File: config.mk
export PLATFORM = sky130hd
export DESIGN_NAME = dm_arbiter
export DESIGN_NICKNAME = d
export VERILOG_FILES = /design/src/rtl/dm_pkg.sv /design/src/rtl/rr_picker.sv /design/src/rtl/dm_arbiter.sv
export SDC_FILE = /design/constraint.sdc
export NUM_CORES = 1
export LEC_CHECK = 0
export BUFFER_PORTS_ARGS = -buffer_cell sky130_fd_sc_hd__buf_2
export CORE_AREA = 3 3 113 115
export CTS_BUF_LIST = sky130_fd_sc_hd__clkbuf_8
export DETAILED_ROUTE_END_ITERATION = 16
export DIE_AREA = 0 0 116 118
export SLEW_MARGIN = 10
export SYNTH_ARGS = -nofsm -noshare
export SYNTH_HDL_FRONTEND = slang
export SYNTH_SLANG_ARGS = --single-unit
export TNS_END_PERCENT = 5
File: constraint.sdc
create_clock -name clk -period 2.4 [get_ports clk]
set_input_delay 0.24 -clock clk [delete_from_list [all_inputs] [get_ports clk]]
set_output_delay 0.24 -clock clk [all_outputs]
set_load 0.05 [all_outputs]
File: src/rtl/dm_pkg.sv
// Shared types and defaults for the data-memory arbiter and its round-robin picker.
package dm_pkg;

    // Arbiter FSM states.
    typedef enum logic [1:0] {
        IDLE   = 2'd0,
        ISSUE  = 2'd1,
        RESP   = 2'd2,
        LOCKED = 2'd3
    } dm_state_e;

    localparam int DM_DATA_WIDTH = 32;
    localparam int DM_ADDR_WIDTH = 10;

    // Index following idx in a ring of n entries.
    function automatic int wrap_inc(input int idx, input int n);
        return (idx + 1 >= n) ? 0 : idx + 1;
    endfunction

endpackage

File: src/rtl/rr_picker.sv
// Combinational round-robin picker: lowest requesting index at or after start,
// wrapping from N-1 back to 0. Shared by the data- and instruction-memory ports.
module rr_picker #(
    parameter int N  = 4,
    parameter int IW = (N > 1) ? $clog2(N) : 1
) (
    input  logic [N-1:0]  req,
    input  logic [IW-1:0] start,
    output logic [IW-1:0] winner,
    output logic          valid
);

    // Scan from the farthest candidate back toward start so the closest requester wins last.
    always_comb begin
        int idx;
        idx    = 0;
        winner = start;
        valid  = 1'b0;
        for (int i = N - 1; i >= 0; i--) begin
            idx = int'(start) + i;
            if (idx >= N) begin
                idx = idx - N;
            end
            if (req[idx]) begin
                winner = IW'(idx);
                valid  = 1'b1;
            end
        end
    end

endmodule

File: src/rtl/dm_arbiter.sv
// Shared data-memory responder: serializes core load/store requests onto the
// single-port synchronous memory with round-robin fairness and optional locking.
module dm_arbiter
    import dm_pkg::*;
#(
    parameter int CORES      = 4,
    parameter int ADDR_WIDTH = DM_ADDR_WIDTH,
    parameter int DATA_WIDTH = DM_DATA_WIDTH
) (
    input  logic                        clk,
    input  logic                        reset,
    input  logic [CORES-1:0]            core_req,
    input  logic [CORES-1:0]            core_we,
    input  logic [CORES-1:0]            core_lock,
    input  logic [CORES*ADDR_WIDTH-1:0] core_addr,
    input  logic [CORES*DATA_WIDTH-1:0] core_wdata,
    output logic [CORES-1:0]            core_ack,
    output logic [DATA_WIDTH-1:0]       core_rdata,
    output logic                        mem_en,
    output logic                        mem_we,
    output logic [ADDR_WIDTH-1:0]       mem_addr,
    output logic [DATA_WIDTH-1:0]       mem_wdata,
    input  logic [DATA_WIDTH-1:0]       mem_rdata
);

    localparam int IW = (CORES > 1) ? $clog2(CORES) : 1;

    dm_state_e             state, state_n;
    logic [IW-1:0]         owner, owner_n;
    logic [IW-1:0]         rr_ptr, rr_ptr_n;
    logic [DATA_WIDTH-1:0] rdata_q, rdata_n;

    logic [IW-1:0]         pick_idx;
    logic                  pick_vld;

    logic                  own_req;
    logic                  own_we;
    logic                  own_lock;
    logic [ADDR_WIDTH-1:0] own_addr;
    logic [DATA_WIDTH-1:0] own_wdata;

    rr_picker #(
        .N  (CORES),
        .IW (IW)
    ) u_picker (
        .req    (core_req),
        .start  (rr_ptr),
        .winner (pick_idx),
        .valid  (pick_vld)
    );

    // Select the current owner's request fields out of the packed core buses.
    always_comb begin
        own_req   = core_req[owner];
        own_we    = core_we[owner];
        own_lock  = core_lock[owner];
        own_addr  = core_addr[int'(owner)*ADDR_WIDTH +: ADDR_WIDTH];
        own_wdata = core_wdata[int'(owner)*DATA_WIDTH +: DATA_WIDTH];
    end

    // Next-state logic and memory/ack outputs; reset blanks every output in the same cycle
    // so a store caught in ISSUE never reaches the memory and a pending ack is dropped.
    always_comb begin
        state_n    = state;
        owner_n    = owner;
        rr_ptr_n   = rr_ptr;
        rdata_n    = rdata_q;
        core_ack   = '0;
        mem_en     = 1'b0;
        mem_we     = 1'b0;
        mem_addr   = '0;
        mem_wdata  = '0;

        unique case (state)
            IDLE: begin
                if (pick_vld) begin
                    owner_n = pick_idx;
                    state_n = ISSUE;
                end
            end
            ISSUE: begin
                // Owner inputs go straight to the memory; a store commits on this edge.
                mem_en    = 1'b1;
                mem_we    = own_we;
                mem_addr  = own_addr;
                mem_wdata = own_wdata;
                state_n   = RESP;
            end
            RESP: begin
                // Completes regardless of whether req is still high, so a dropped req cannot hang us.
                core_ack[owner] = 1'b1;
                if (!own_we) begin
                    rdata_n = mem_rdata;
                end
                rr_ptr_n = IW'(wrap_inc(int'(owner), CORES));
                state_n  = own_lock ? LOCKED : IDLE;
            end
            LOCKED: begin
                // Other cores are ignored; rr_ptr already points past the owner.
                if (own_req) begin
                    state_n = ISSUE;
                end else if (!own_lock) begin
                    state_n = IDLE;
                end
            end
            default: begin
                state_n = IDLE;
            end
        endcase

        if (reset) begin
            core_ack  = '0;
            mem_en    = 1'b0;
            mem_we    = 1'b0;
            mem_addr  = '0;
            mem_wdata = '0;
        end
    end

    // Load data is forwarded in the ack cycle and held afterwards; stores leave it untouched.
    always_comb begin
        core_rdata = reset ? '0 : rdata_n;
    end

    // State, ownership, round-robin pointer and held read data.
    always_ff @(posedge clk) begin
        if (reset) begin
            state   <= IDLE;
            owner   <= '0;
            rr_ptr  <= '0;
            rdata_q <= '0;
        end else begin
            state   <= state_n;
            owner   <= owner_n;
            rr_ptr  <= rr_ptr_n;
            rdata_q <= rdata_n;
        end
    end

endmodule

### Word-level counts from Yosys, hierarchy flattened

Index checks and enable logic that the tools add are counted.

| cells by class | value |
|---|---|
| magnitude comparators | 11 |
| shifts and indexed selects | 2 |
| reduce and logical (&&, ||, !) cells | 4 |
| multiply operators | 1 |
| multiplexer cells | 51 |
| $add $sub $neg | 8 |
| eq/ne operators | 5 |

Operator list:

| operator | count |
|---|---|
| $mux W32 | 9 |
| $lt A32 B4 Y1 const B | 4 |
| $shiftx A128 B8 Y32 | 1 |
| $ge A32 B4 Y1 const B | 3 |
| $sub A32 B4 Y32 const B | 3 |
| $shiftx A40 B7 Y10 | 1 |
| $mux W1 | 20 |
| $mux W10 | 2 |
| $mux W2 | 9 |
| $bmux W1 S2 | 7 |
| $mux W4 | 2 |
| $pmux W2 S4 | 1 |
| $add A2 B1 Y3 const B | 2 |
| $add A2 B2 Y3 const B | 2 |
| $mul A2 B3 Y5 const B | 1 |
| $eq A2 B2 Y1 const B | 2 |
| $reduce_and A2 Y1 | 2 |
| $sub A2 B3 Y4 const B | 1 |
| $ge A2 B3 Y1 const B | 1 |
| $ge A3 B3 Y1 const B | 1 |
| $lt A2 B3 Y1 const B | 1 |
| $ne A3 B3 Y1 const B | 1 |
| $demux W1 S2 | 1 |
| $eq A2 B1 Y1 const B | 1 |
| other kinds (4) | 4 |

| storage, ports and cells | value |
|---|---|
| output and inout port bits | 80 |
| input bits | 214 |
| logic and storage cells | 86 |
| register bits after elaboration | 38 |

### Longest topological paths before layout

| logic depth | value |
|---|---|
| word-level depth | 12 |
| depth in mapped cells | 7 |
| gate-level depth less buffers | 4 |

### Modules after synthesis

A second synthesis with hierarchy kept.

| second synthesis, totals | value |
|---|---|
| cell total of the unflattened synthesis | 305 |
| area total of the unflattened synthesis | 3125.5 sq um |

Modules (own cells, without submodules):

| module | cells an instance | sequential area each (sq um) | area each (sq um) | instances |
|---|---|---|---|---|
| dm_arbiter | 289 | 760.7 | 3025.4 | 1 |
| rr_picker | 16 | 0.0 | 100.1 | 1 |

### Worst setup path after synthesis

No wires, ideal clock.

| path | value |
|---|---|
| path type | register to output |
| start point | reg owner[0] |
| end point | out core_rdata[10] |
| setup slack | -0.013 ns |
| cell stages (with the launch flop) | 7 |
| buffers on the path | 2 |
| arrival time | 2.173 ns |
| path through | dfxtp_1 -> buf_2 -> mux4_2 -> nor2_2 -> buf_2 -> nand2_1 -> a21oi_1 |

| on the way | value |
|---|---|
| word-level cells in the longest chain between the ends | 5 |

Ends and longest elaborated chain:

| element | RTL line | source |
|---|---|---|
| start: declaration | dm_arbiter.sv:29 | `logic [IW-1:0] owner, owner_n;` |
| start signal: assignment | dm_arbiter.sv:134 | `owner <= owner_n;` |
| $bmux W1 S2 | dm_arbiter.sv:55 | `own_we = core_we[owner];` |
| $mux W1 (not written as such) | dm_arbiter.sv:55 |  |
| $mux W32 | dm_arbiter.sv:92 | `if (!own_we) begin` |
| $mux W32 | dm_arbiter.sv:74 | `unique case (state)` |
| $mux W32 | - |  |
| end: declaration | dm_arbiter.sv:18 | `output logic [DATA_WIDTH-1:0] core_rdata,` |

No other way between the ends. The select of a mux whose other input is x is not followed.

### Final worst setup path

| path | value |
|---|---|
| start point | reg owner[0] |
| end point | out core_rdata[2] |

Same word-level chain as after synthesis.

==> results by group <==
Status
  • Status: finished, final reports clean

Synthesis
  • Post-Syn Area: between 0.002 and 0.003 mm^2
  • Avg Synthesized Cell Area: slightly below 10 um^2
  • Synth cell types: 27
  • Seq/Total Area, Yosys: 26.3%
  • #FFs+latches synth: 38
  • Share of the synthesized area in the top cell type: 34.3%
  • Async set or reset register ratio after synthesis: 0%
  • Synth top cells by count: nand2_1 (66), nor2b_1 (45), mux4_2 (44), dfxtp_1 (38), a21oi_1 (36)
  • Synth area leaders: mux4_2 (34%), dfxtp_1 (26%), nor2b_1 (9.7%)
  • Most frequent cell after synthesis: nand2_1
  • Yosys warns: 0
  • Mapped Nets: roughly 520
  • Syn Inst Count: 300
  • Most common flop cell mapped by yosys: dfxtp_1
  • Post-synth EDFFs: 0
  • Synth area leader: mux4_2

Place
  • Pre-CTS WS: just under 400 ps
  • GP Congestion: about 0.94
  • Number of port buffers: around 290
  • Area after DPL: between 0.004 and 0.005 mm^2
  • DP Wirelength: about 11000 um

Timing
  • Crit path time final: around 2300 ps
  • Final hold violations: 0
  • F_max: between 400 and 500 MHz
  • Final Max Tran Viols: 0
  • Setup ws final: 75.3 ps
  • Setup TNS: 0 ps
  • Slew margin rel.: between 70% and 80%
  • Slew of the pin with the lowest slew margin: about 420 ps
  • Setup violators final: 0
  • Unrepaired setup endpoints after global routing: true
  • Final Cycle Share: 96.9%
  • Hold WS: between 200 and 250 ps
  • Clock skew: roughly 5.2 ps

Critical path
  • CP endpoint kind: output port
  • Crit path DAT: around 2100 ps
  • CP max FO: 32
  • Reg2Reg Setup Slack: 740 ps
  • Startpoint Class: flop
  • Reg2reg path depth: 5
  • Crit path required time: roughly 2200 ps
  • Crit path from: owner[0]$_SDFFE_PP0P_
  • RR Endpoint: rdata_q[2]$_DFF_P_
  • WS Path Type: flop to output port
  • Critical R2R Launch: owner[0]$_SDFFE_PP0P_
  • Worst Setup EP: core_rdata[2]

Die
  • Core Box Area: 0.0119 mm^2
  • # IOs: slightly below 300
  • Initial Util: 24.3%
  • Die Span Y: 118 um
  • Die area: between 0.01 and 0.015 mm^2
  • Rows: 40
  • Die X: roughly 120 um

Drt
  • Vias per Instance: 4.69
  • First-pass iteration count of the detailed router: 4
  • Vias: 3425
  • Total wire length: about 13000 um
  • Routed length per instance: about 17 um
  • Residual DRC: 0
  • DRT iter0 DRCs: between 150 and 200
  • Final ANT Viol Nets: 0

CTS
  • CTS tree: done
  • Clock latency on the worst-skew pair: around 280 ps
  • Total CTS buffers: 5
  • CTS Sinks: 38
  • Post-CTS Hold Buffers: 0
  • CTS root buf: clkbuf_8
  • Clk buf depth: 2
  • Worst-path clk slew: roughly 80 ps
  • H-tree level count: 2

Global route
  • Grt total ovfl: 0
  • Global-route wire length before repair: roughly 18000 um
  • Vias in the first global route: roughly 3400
  • Initial antenna violation count: 1
  • All-Layer GR Usage: roughly 17%
  • Largest net degree at the start of global routing: 51

Power
  • Power Density: between 400 and 500 mW/mm^2
  • LEAKAGE: approximately 2.2 nW
  • Max rail drop VDD: 397 uV

Finish
  • Design area: around 0.0046 mm^2
  • Synth-to-Final Area Change: 60.5%
  • Area taken by multi-input logic gates: between 0.0015 and 0.002 mm^2
  • Fill count: around 1200
  • Share of cells above drive strength 1: between 60% and 70%
  • Fin util: 39.0%
  • FF+latch area: 766 um^2
  • Final nets: roughly 800

Worst hold path
  • Worst hold path type: input port to flop

Flow run
  • Max_cap viols: 0
critical path, stage by stage (launching register included):
cell     delay, ps
dfxtp_4        370
mux4_2         520
nor2_2         140
buf_12         200
nand2_1         70
a21oi_1        180
buf_2          300
cells in the final DEF (no fill, tap or decap):
master / instances
a21oi_2: 1
o21ai_0: 2
a221oi_1: 1
dfxtp_4: 1
nor2_2: 1
and2_1: 4
clkbuf_4: 12
nand2b_1: 7
inv_1: 3
mux4_2: 44
a211oi_1: 1
buf_12: 2
clkbuf_8: 6
dfxtp_1: 36
dfxtp_2: 1
buf_6: 1
mux2i_1: 3
a21oi_1: 35
nand2_1: 66
or3b_2: 1
clkinv_2: 1
or2_1: 1
buf_2: 274
o22ai_1: 1
and3_1: 1
ha_1: 4
diode_2: 1
nor2_1: 9
inv_4: 1
nor3_1: 2
nor2b_1: 45
nor4_1: 1
o221ai_1: 2
buf_4: 12
layout make-up:
class	instances	share of cell area, %
clock inverter	2	0.243
clock buffer	6	1.78
antenna	1	0.0539
sequential	38	16.5
multi-input combinational	232	42.7
timing repair buffer	301	34.5
inverter	3	0.243
tap	147	3.96
worst min path at each step:
stage,start,end,cells past startpoint
floorplan,reset,state[1]$_SDFFE_PP0P_,2
global placement,rdata_q[31]$_DFF_P_,rdata_q[31]$_DFF_P_,2
detailed placement,rdata_q[5]$_DFF_P_,rdata_q[5]$_DFF_P_,2
CTS,mem_rdata[15],rdata_q[15]$_DFF_P_,3
global route,mem_rdata[16],rdata_q[16]$_DFF_P_,3
finish,mem_rdata[20],rdata_q[20]$_DFF_P_,3
layer usage:
metal  wire, um  up-vias  track usage [%]
met4        267        0             4.79
li1           -     1630                -
met3       1120       17             4.16
met2       6550      176             30.3
met5          0        -                0
met1       4700     1602             19.9
power by group:
group	internal (W)	switching (W)	leakage, nW
Combinational	0.000506	0.000666	1.84
Clock	0.000232	0.000221	0.0515
Sequential	0.000669	0.0000204	0.309
kinds of logic after synthesis:
logic type	count (synthesis)	share of synthesized area, %
flops	38	26.3
fa+ha+maj	4	1.73
mux	47	35.3
buf+inv	30	5.32
simple gates	138	23.4
compound gates	43	7.96
repair_timing:
action	CTS	global route
gates resized for setup	0	27
setup buffers	0	0
hold endpoints to repair	0	0
setup endpoints to repair	0	32
stage by stage:
stage | std cells | total power [W]
floorplan | 300 | 0.00151
global placement | 721 | 0.00186
finish | 730 | 0.00232
detailed placement | 721 | 0.00187
CTS | 729 | 0.00234
global route | 730 | 0.00245
sequential cells by signal, summed over array words and instances, names as in the netlist:
register  count
rr_ptr        2
state         2
rdata_q      32
owner         2
No activity file was read; power rests on OpenSTA's default activity.
